<file path="src/rtl/msb_sum_pipe_if.sv">
// Operand/result channel between the MSB prefix network and msb_sum_pipe.
// master drives operands and out_ready; slave is the summing pipeline.
interface msb_sum_pipe_if;
  logic       in_valid;
  logic       in_ready;
  logic       cin;
  logic [7:0] px;
  logic [7:0] gx;
  logic       g_msb;
  logic [8:0] ref_sum;
  logic       out_valid;
  logic       out_ready;
  logic [7:0] sum;
  logic       cout;
  logic       err_flag;
  logic [8:0] err_dist;

  modport master (
    output in_valid, cin, px, gx, g_msb, ref_sum, out_ready,
    input  in_ready, out_valid, sum, cout, err_flag, err_dist
  );

  modport slave (
    input  in_valid, cin, px, gx, g_msb, ref_sum, out_ready,
    output in_ready, out_valid, sum, cout, err_flag, err_dist
  );
endinterface

</file>
<file path="src/rtl/msb_sum_pipe.sv">
// Two-stage sum/carry-out pipeline for the MSB prefix network, with running
// error statistics against an exact reference sum.
module msb_sum_pipe #(
  parameter int CNT_W = 16,
  parameter int ACC_W = 24
) (
  input  logic                 clk,
  input  logic                 rst_n,
  msb_sum_pipe_if.slave        bus,
  input  logic                 clr_stats,
  output logic [CNT_W-1:0]     sample_cnt,
  output logic [CNT_W-1:0]     err_cnt,
  output logic [ACC_W-1:0]     ed_acc,
  output logic [8:0]           max_ed
);

  logic       s1_valid;
  logic [8:0] s1_res;
  logic [8:0] s1_ref;
  logic       s2_valid;
  logic       s1_adv;
  logic       accept;
  logic       out_hs;
  logic [8:0] calc_res;
  logic [8:0] calc_dist;
  logic [ACC_W:0] ed_sum;
  logic       unused_gx0;

  // gx[0] is the raw generate of bit 0; bit 0 of the sum takes cin instead.
  assign unused_gx0 = bus.gx[0];

  assign calc_res[0]   = bus.px[0] ^ bus.cin;
  assign calc_res[7:1] = bus.px[7:1] ^ bus.gx[7:1];
  assign calc_res[8]   = bus.g_msb | (bus.px[7] & bus.gx[7]);

  assign calc_dist = (s1_res >= s1_ref) ? (s1_res - s1_ref) : (s1_ref - s1_res);

  assign s1_adv       = s1_valid & (~s2_valid | bus.out_ready);
  assign bus.in_ready = ~s1_valid | s1_adv;
  assign accept       = bus.in_valid & bus.in_ready;
  assign out_hs       = s2_valid & bus.out_ready;
  assign bus.out_valid = s2_valid;

  assign ed_sum = {1'b0, ed_acc} + {{(ACC_W-8){1'b0}}, bus.err_dist};

  always_ff @(posedge clk or negedge rst_n) begin
    if (!rst_n) begin
      s1_valid <= 1'b0;
      s1_res   <= '0;
      s1_ref   <= '0;
    end else if (accept) begin
      s1_valid <= 1'b1;
      s1_res   <= calc_res;
      s1_ref   <= bus.ref_sum;
    end else if (s1_adv) begin
      s1_valid <= 1'b0;
    end
  end

  // S2 data holds whenever the result is stalled, so outputs stay stable.
  always_ff @(posedge clk or negedge rst_n) begin
    if (!rst_n) begin
      s2_valid     <= 1'b0;
      bus.sum      <= '0;
      bus.cout     <= 1'b0;
      bus.err_flag <= 1'b0;
      bus.err_dist <= '0;
    end else if (s1_adv) begin
      s2_valid     <= 1'b1;
      bus.sum      <= s1_res[7:0];
      bus.cout     <= s1_res[8];
      bus.err_flag <= (s1_res != s1_ref);
      bus.err_dist <= calc_dist;
    end else if (bus.out_ready) begin
      s2_valid <= 1'b0;
    end
  end

  // Statistics count delivered results only; clearing wins over a handshake.
  always_ff @(posedge clk or negedge rst_n) begin
    if (!rst_n) begin
      sample_cnt <= '0;
      err_cnt    <= '0;
      ed_acc     <= '0;
      max_ed     <= '0;
    end else if (clr_stats) begin
      sample_cnt <= '0;
      err_cnt    <= '0;
      ed_acc     <= '0;
      max_ed     <= '0;
    end else if (out_hs) begin
      if (sample_cnt != '1)
        sample_cnt <= sample_cnt + CNT_W'(1);
      if (bus.err_flag && (err_cnt != '1))
        err_cnt <= err_cnt + CNT_W'(1);
      ed_acc <= ed_sum[ACC_W] ? '1 : ed_sum[ACC_W-1:0];
      if (bus.err_dist > max_ed)
        max_ed <= bus.err_dist;
    end
  end

endmodule
</file>
<file path="src/flat_wrapper.sv">
// flat-port wrapper written by rule: the top's interface ports become plain ports
module msb_sum_pipe_flat 
#(
  parameter int CNT_W = 16,
  parameter int ACC_W = 24
)
  (clk, rst_n, clr_stats, sample_cnt, err_cnt, ed_acc, max_ed, bus_in_valid, bus_cin, bus_px, bus_gx, bus_g_msb, bus_ref_sum, bus_out_ready, bus_in_ready, bus_out_valid, bus_sum, bus_cout, bus_err_flag, bus_err_dist);
  msb_sum_pipe_if bus_i ();
  input  logic clk;
  input  logic rst_n;
  input  logic clr_stats;
  output logic [CNT_W-1:0] sample_cnt;
  output logic [CNT_W-1:0] err_cnt;
  output logic [ACC_W-1:0] ed_acc;
  output logic [8:0] max_ed;
  input wire logic [$bits(bus_i.in_valid)-1:0] bus_in_valid;
  input wire logic [$bits(bus_i.cin)-1:0] bus_cin;
  input wire logic [$bits(bus_i.px)-1:0] bus_px;
  input wire logic [$bits(bus_i.gx)-1:0] bus_gx;
  input wire logic [$bits(bus_i.g_msb)-1:0] bus_g_msb;
  input wire logic [$bits(bus_i.ref_sum)-1:0] bus_ref_sum;
  input wire logic [$bits(bus_i.out_ready)-1:0] bus_out_ready;
  output wire logic [$bits(bus_i.in_ready)-1:0] bus_in_ready;
  output wire logic [$bits(bus_i.out_valid)-1:0] bus_out_valid;
  output wire logic [$bits(bus_i.sum)-1:0] bus_sum;
  output wire logic [$bits(bus_i.cout)-1:0] bus_cout;
  output wire logic [$bits(bus_i.err_flag)-1:0] bus_err_flag;
  output wire logic [$bits(bus_i.err_dist)-1:0] bus_err_dist;
  assign bus_i.in_valid = bus_in_valid;
  assign bus_i.cin = bus_cin;
  assign bus_i.px = bus_px;
  assign bus_i.gx = bus_gx;
  assign bus_i.g_msb = bus_g_msb;
  assign bus_i.ref_sum = bus_ref_sum;
  assign bus_i.out_ready = bus_out_ready;
  assign bus_in_ready = bus_i.in_ready;
  assign bus_out_valid = bus_i.out_valid;
  assign bus_sum = bus_i.sum;
  assign bus_cout = bus_i.cout;
  assign bus_err_flag = bus_i.err_flag;
  assign bus_err_dist = bus_i.err_dist;
  msb_sum_pipe #(.CNT_W(CNT_W), .ACC_W(ACC_W)) u_core (.clk(clk), .rst_n(rst_n), .bus(bus_i), .clr_stats(clr_stats), .sample_cnt(sample_cnt), .err_cnt(err_cnt), .ed_acc(ed_acc), .max_ed(max_ed));
endmodule
</file>
<file path="config.mk">
export PLATFORM = sky130hd
export DESIGN_NAME = msb_sum_pipe_flat
export DESIGN_NICKNAME = d
export VERILOG_FILES = /design/src/rtl/msb_sum_pipe_if.sv /design/src/rtl/msb_sum_pipe.sv /design/src/flat_wrapper.sv
export SDC_FILE = /design/constraint.sdc
export NUM_CORES = 1
export LEC_CHECK = 0
export ABC_AREA = 1
export BUFFER_PORTS_ARGS = -buffer_cell sky130_fd_sc_hd__buf_2
export CORE_MARGIN = 8
export CORE_UTILIZATION = 58
export DETAILED_ROUTE_END_ITERATION = 16
export PLACE_DENSITY_LB_ADDON = 0.3
export SYNTH_ARGS = -nofsm -noshare
export SYNTH_HDL_FRONTEND = slang
export SYNTH_SLANG_ARGS = --single-unit
export TNS_END_PERCENT = 50
</file>
<file path="constraint.sdc">
create_clock -name clk -period 2.7 [get_ports clk]
set_input_delay 0 -clock clk [delete_from_list [all_inputs] [get_ports clk]]
set_output_delay 0 -clock clk [all_outputs]
set_load 0.1 [all_outputs]
</file>
* Yosys cells after proc, flatten, opt, wreduce, memory -nomap -nowiden
Index checks and enable logic that the tools add are counted.
** Storage, ports and cells
- Latch bits :: 0
- ROM bits :: 0
- Memories kept :: 0
- Logic and storage cells :: 60
- Register bits after elaboration :: 104
- Bits of input ports :: 32
- Output and inout port bits :: 86
- RAM bits :: 0
** Cells by class
- Equal/unequal tests :: 3
- Multiply operators :: 0
- Order comparisons :: 2
- Reduce and logical (&&, ||, !) cells :: 10
- Shifts and indexed selects :: 0
- Mux-type cells :: 17
- Div/mod/pow operators :: 0
- $add $sub $neg :: 5
- Bitwise logic cells :: 11
** Operator list (count)
- 16-bit two-way mux :: 6
- 24-bit two-way mux :: 3
- 9-bit two-way mux :: 4
- 16-bit by 1-bit adder with 16-bit output, second input constant :: 2
- 16-bit != test, second input constant :: 2
- 24-bit by 9-bit adder with 25-bit output :: 1
- 9-bit subtractor :: 2
- 2-bit nonzero test :: 6
- 9-bit >= comparator :: 1
- 9-bit > comparator :: 1
- 9-bit != test :: 1
- 7-bit XOR :: 1
- 2-bit AND reduction :: 3
- 1-bit AND :: 4
- 1-bit two-way mux :: 4
- 1-bit bitwise OR :: 3
- 1-bit inverter :: 2
- 1-bit logical AND :: 1
- 1-bit XOR :: 1

* Depth between registers and ports, before layout
- Word-level depth :: 6
- Gate-level depth with buffers :: 15
- Mapped depth without buffers :: 14

* Worst setup path after synthesis
Ideal clock, no wire load.
- Path kind :: reg2reg
- Start :: reg u_core.s2_valid (netlist: u_core.bus.out_valid)
- End :: reg u_core.s1_ref[0]
- Buffers on the path :: 1
- Arrival time :: 2.847 ns
- Stages on the path, launching flop included :: 7
- Path slack :: -0.277 ns
- Path through :: dfrtp_1 -> nand3_1 -> nand2_1 -> inv_1 -> clkbuf_1 -> nand2_1 -> o21ai_0
** Between the ends
- Cells in the longest elaborated chain, start to end :: 5
** Ends and longest elaborated chain
- start: declaration :: line msb_sum_pipe.sv:20 : logic s2_valid;
- start signal: assignment :: line msb_sum_pipe.sv:63 : s2_valid <= 1'b0;
- start signal: assignment :: line msb_sum_pipe.sv:69 : s2_valid <= 1'b1;
- start signal: assignment :: line msb_sum_pipe.sv:75 : s2_valid <= 1'b0;
- 1-bit inverter :: line msb_sum_pipe.sv:38 : assign s1_adv = s1_valid & (~s2_valid | bus.out_ready);
- 1-bit bitwise OR :: line msb_sum_pipe.sv:38
- 1-bit AND :: line msb_sum_pipe.sv:38
- 1-bit bitwise OR :: line msb_sum_pipe.sv:39 : assign bus.in_ready = ~s1_valid | s1_adv;
- named net bus_in_ready :: line flat_wrapper.sv:23 : output wire logic [$bits(bus_i.in_ready)-1:0] bus_in_ready;
- 1-bit AND :: line msb_sum_pipe.sv:40 : assign accept = bus.in_valid & bus.in_ready;
- end signal: assignment :: line msb_sum_pipe.sv:54 : s1_ref <= bus.ref_sum;
- end: declaration :: line msb_sum_pipe.sv:19 : logic [8:0] s1_ref;
The timed path passes the listed nets, and every way through them passes these cells.
A chain may end at the register's enable or synchronous reset.

* Final worst setup path
- Start :: reg u_core.bus.err_dist[0]
- End :: reg u_core.ed_acc[19]
** Between the ends
- Cells in the longest elaborated chain, start to end :: 4
** Ends and longest elaborated chain
- start: declaration :: line msb_sum_pipe_if.sv:25 : output in_ready, out_valid, sum, cout, err_flag, err_dist
- start signal: assignment :: line msb_sum_pipe.sv:73 : bus.err_dist <= calc_dist;
- 24-bit by 9-bit adder with 25-bit output :: line msb_sum_pipe.sv:44 : assign ed_sum = {1'b0, ed_acc} + {{(ACC_W-8){1'b0}}, bus.err_dist};
- 24-bit two-way mux :: line msb_sum_pipe.sv:96 : ed_acc <= ed_sum[ACC_W] ? '1 : ed_sum[ACC_W-1:0];
- 24-bit two-way mux :: line msb_sum_pipe.sv:91 : end else if (out_hs) begin
- 24-bit two-way mux :: line msb_sum_pipe.sv:86 : end else if (clr_stats) begin
- end signal: assignment :: line msb_sum_pipe.sv:96
- end: declaration :: line msb_sum_pipe.sv:13 : output logic [ACC_W-1:0] ed_acc,
Every way passes these cells. The select of a mux whose other input is x is not followed.

==> summary.txt <==
Cells and area
  – Final cell count without fillers: around 1300
  – Final-stage net count: ~1200
  – Number of fill cells in the layout: around 1000
  – Relative area change from synthesis to final layout: 18.12%
  – Utilization of the core after routing: 0.7052
  – Fraction of layout instances using a drive strength above 1: 0.1654
  – Commonest non-fill, non-tap cell in the layout: nand2_1
  – Diodes inserted: 0
  – Commonest cells after routing, fill and taps aside: nand2_1, buf_2, inv_1

Worst hold path
  – Hold path startpoint: bus_gx[7]
  – Type of the worst min-delay path: input port to flip-flop
  – Hold-critical path endpoint: u_core.s1_res[8]
  – Worst hold path cell count: 4

Detailed routing
  – DR WL/cell: about 14 um
  – DR iter-0 viols: between 500 and 600
  – Total wire length after detailed routing: between 15000 and 20000 um
  – First drt pass iteration count: 8
  – Post-detailed-route count of antenna-violating nets: 0
  – DR vias: 6909
  – Number of DRC violations after detailed routing: 0
  – Avg Vias per Cell: around 5.2

Setup path
  – Peak per-stage delay on the critical path: between 0.4 and 0.5 ns
  – Worst setup path startpoint: u_core.bus.err_dist[0]
  – Cell breakdown of the critical path: ha_1 -> fa_1 -> nand3_1 -> nand3_1 -> nand2_1 -> nand2_1 -> nand2_2 -> nand2_4 -> inv_4 -> nand3_1 -> nand2_1 -> nand2_1
  – Worst R2R Start: u_core.bus.err_dist[0]
  – Type of the setup path with the least slack: flip-flop to flip-flop
  – Worst setup SP type: flip-flop
  – Reg-to-reg setup timing slack: approximately 0.42 ns
  – Crit Reg-Reg Endpoint: u_core.ed_acc[19]
  – Kind of end point of the critical path: flip-flop
  – Crit-path max FO: 14
  – Buffers & Inverters on Critical Path: 1
  – Critical-path cell with the highest stage delay: fa_1
  – Most frequent CP cell: nand2_1
  – Gate family responsible for the most delay along the worst path: simple AND/OR/NAND/NOR gates
  – Worst r2r path cells: 12
  – Arrival time at the worst endpoint: around 2.5 ns
  – WP data required: ~2.9 ns

CTS
  – Root buffer cell: clkbuf_16
  – CTS tree: done
  – Clk buf depth: 2
  – CTS-repair resized insts: 0
  – Number of H-tree branching levels: 3
  – Worst-Skew Late Latency: roughly 0.36 ns
  – Num CTS Buffers: 9
  – Clock transition at the registers of the reported paths: ~0.07 ns
  – CTS sink cnt: ~100

Place
  – Placer's final routability congestion estimate: 0.9140
  – Number of cells after detailed placement: between 1000 and 1500
  – Number of port buffers: about 120
  – DP Wirelength: 13560 um

Global route
  – Overall overflow remaining after global route: 0
  – Total Routing Usage GR: 0.2292
  – Via count of the first global-routing pass: roughly 6500
  – Number of antenna violations at the first check in global routing: 0
  – Maximum number of pins on one net before global-route repair: 51
  – Wire length of the first global-routing pass: a little over 30000 um

Floorplanning
  – Die H: between 100 and 150 um
  – Effective utilization at floorplan: 0.5970
  – Std-Cell Rows: 40
  – Area of the die: between 15000 and 20000 um2
  – Die width: about 130 um
  – Number of primary I/O pins: around 120
  – CORE AREA: 12060 um2

Timing
  – Share of the clock period used by the worst path: 0.8441
  – Hold Vio Cnt, Final: 0
  – Max Slew Vio Count: 0
  – TNS Setup: 0 ns
  – Transition time at the pin with the least slew margin: 0.6643 ns
  – Setup-failing EPs final: 0
  – Time the worst path needs with I/O delays and setup: about 2.3 ns
  – Slew Limit Headroom: 0.5571
  – Maximum clock skew at final layout: 0.01010 ns
  – Unrepaired setup endpoints after global routing: no
  – Hold WS: slightly below 0.04 ns
  – Maximum clock frequency: about 440 MHz

Flow run
  – Max cap viols: 0

Yosys
  – Mean area per synthesized cell: between 7 and 8 um2
  – Synth Instances: just over 1000
  – Synth cell types: 43
  – Primary FF master, synth: dfrtp_1
  – Post-synth ARST share: 1.000
  – Flop and latch count out of synthesis: roughly 100
  – Fraction of the yosys area taken by sequential cells: 0.3614
  – Synthesized cell area: around 7200 um2
  – EDFF count, synth: 0
  – Yosys synthesis warning count: 0
  – Total nets after synthesis: 1085

Power and ir drop
  – Maximum vdd ir drop: 0.5705 mV
  – Static leakage power: 0.004729 uW
  – Areal power density over the cells: between 700 and 800 nW/um2

Status
  – Result of the run: finished, final reports clean
==> layer usage <==
layer | global-route usage | routed length (um) | vias up
met4 | 0.05598 | 246 | 0
met5 | 0 | 0 | -
met1 | 0.2899 | 8239 | 3174
met3 | 0.06156 | 1258 | 22
met2 | 0.3807 | 8567 | 207
li1 | - | - | 3506
==> worst max path at each step <==
stage / to / slack [ns] / cells past startpoint
6_report: u_core.ed_acc[19] / 0.42 / 12
3_5_place_dp: u_core.ed_acc[19] / 0.46 / 12
4_1_cts: u_core.ed_acc[19] / 0.44 / 12
3_3_place_gp: u_core.ed_acc[22] / 0.51 / 12
5_1_grt: u_core.ed_acc[19] / 0.27 / 12
2_1_floorplan: u_core.ed_acc[18] / 0.08 / 13
==> layout make-up <==
| type | instances | area, um2 | area share |
|---|---|---|---|
| Multi-Input combinational cell | 762 | 4000 | 0.4703 |
| Timing Repair Buffer | 151 | 928.4 | 0.1091 |
| Sequential cell | 104 | 2603 | 0.3060 |
| Clock buffer | 10 | 239.0 | 0.02810 |
| Inverter | 123 | 469.2 | 0.05516 |
| Clock inverter | 5 | 56.30 | 0.006620 |
| Tap cell | 168 | 210.2 | 0.02471 |
==> sequential cells by signal (all words and copies together) (netlist names), 8 cells and up <==
register and cells:
u_core.err_cnt 16, u_core.ed_acc 24, u_core.bus.err_dist 9, u_core.sample_cnt 16
u_core.max_ed 9, u_core.s1_ref 9, u_core.bus.sum 8, u_core.s1_res 9
==> power breakdown <==
group	leakage, uW	switching [uW]	internal (uW)	total [uW]
combinational	0.00320	2600	805	3400
clock	0.000145	599	740	1340
sequential	0.00138	268	1780	2050
==> stage by stage <==
| stage | total power, uW | instance area (um2) | worst slack [ns] |
|---|---|---|---|
| 2_1_floorplan | 4733 | 7206 | 0.08341 |
| 3_3_place_gp | 5388 | 7930 | 0.5144 |
| 3_5_place_dp | 5426 | 7930 | 0.4563 |
| 4_1_cts | 6810 | 8506 | 0.4388 |
| 5_1_grt | 7217 | 8506 | 0.2710 |
| 6_report | 6793 | 8506 | 0.4210 |
==> cells in the mapped netlist, types with 4 or more instances <==
cell,number,area share
inv_1,114,0.059
dfrtp_1,104,0.36
o21ai_2,7,0.0085
o31ai_1,8,0.0083
a21oi_1,18,0.013
nor3_1,9,0.0063
buf_2,5,0.0035
nor2_2,6,0.0052
inv_2,6,0.0031
nand2_1,375,0.20
xnor2_1,13,0.016
o21ai_1,8,0.0056
clkbuf_1,12,0.0063
ha_1,38,0.066
nand3_1,85,0.059
o21ai_0,45,0.031
nand3_2,11,0.015
a21o_1,4,0.0042
nor2_1,60,0.031
xor2_1,24,0.029
nand4_1,21,0.018
nand2_2,6,0.0052
==> worst reg2reg max path: stages, from the launching register on <==
cell,delay (ns)
dfrtp_1,0.39
ha_1,0.26
fa_1,0.43
nand3_1,0.10
nand3_1,0.13
nand2_1,0.09
nand2_1,0.12
nand2_2,0.11
nand2_4,0.10
inv_4,0.21
nand3_1,0.11
nand2_1,0.07
nand2_1,0.05
==> cells by family after synthesis <==
kind of cell    Yosys count  synth area share
buf+inv                 146           0.08375
simple gates            590            0.3604
compound gates           94           0.07507
xor+xnor                 37           0.04500
fa+ha+maj                41           0.07437
flops                   104            0.3614
==> what timing repair did <==
| action | 4_1_cts | 5_1_grt |
|---|---|---|
| setup buffers | 0 | 0 |
| hold buffers | 28 | 0 |
| hold endpoints to repair | 68 | 0 |
No activity file was read; power rests on OpenSTA's default activity.
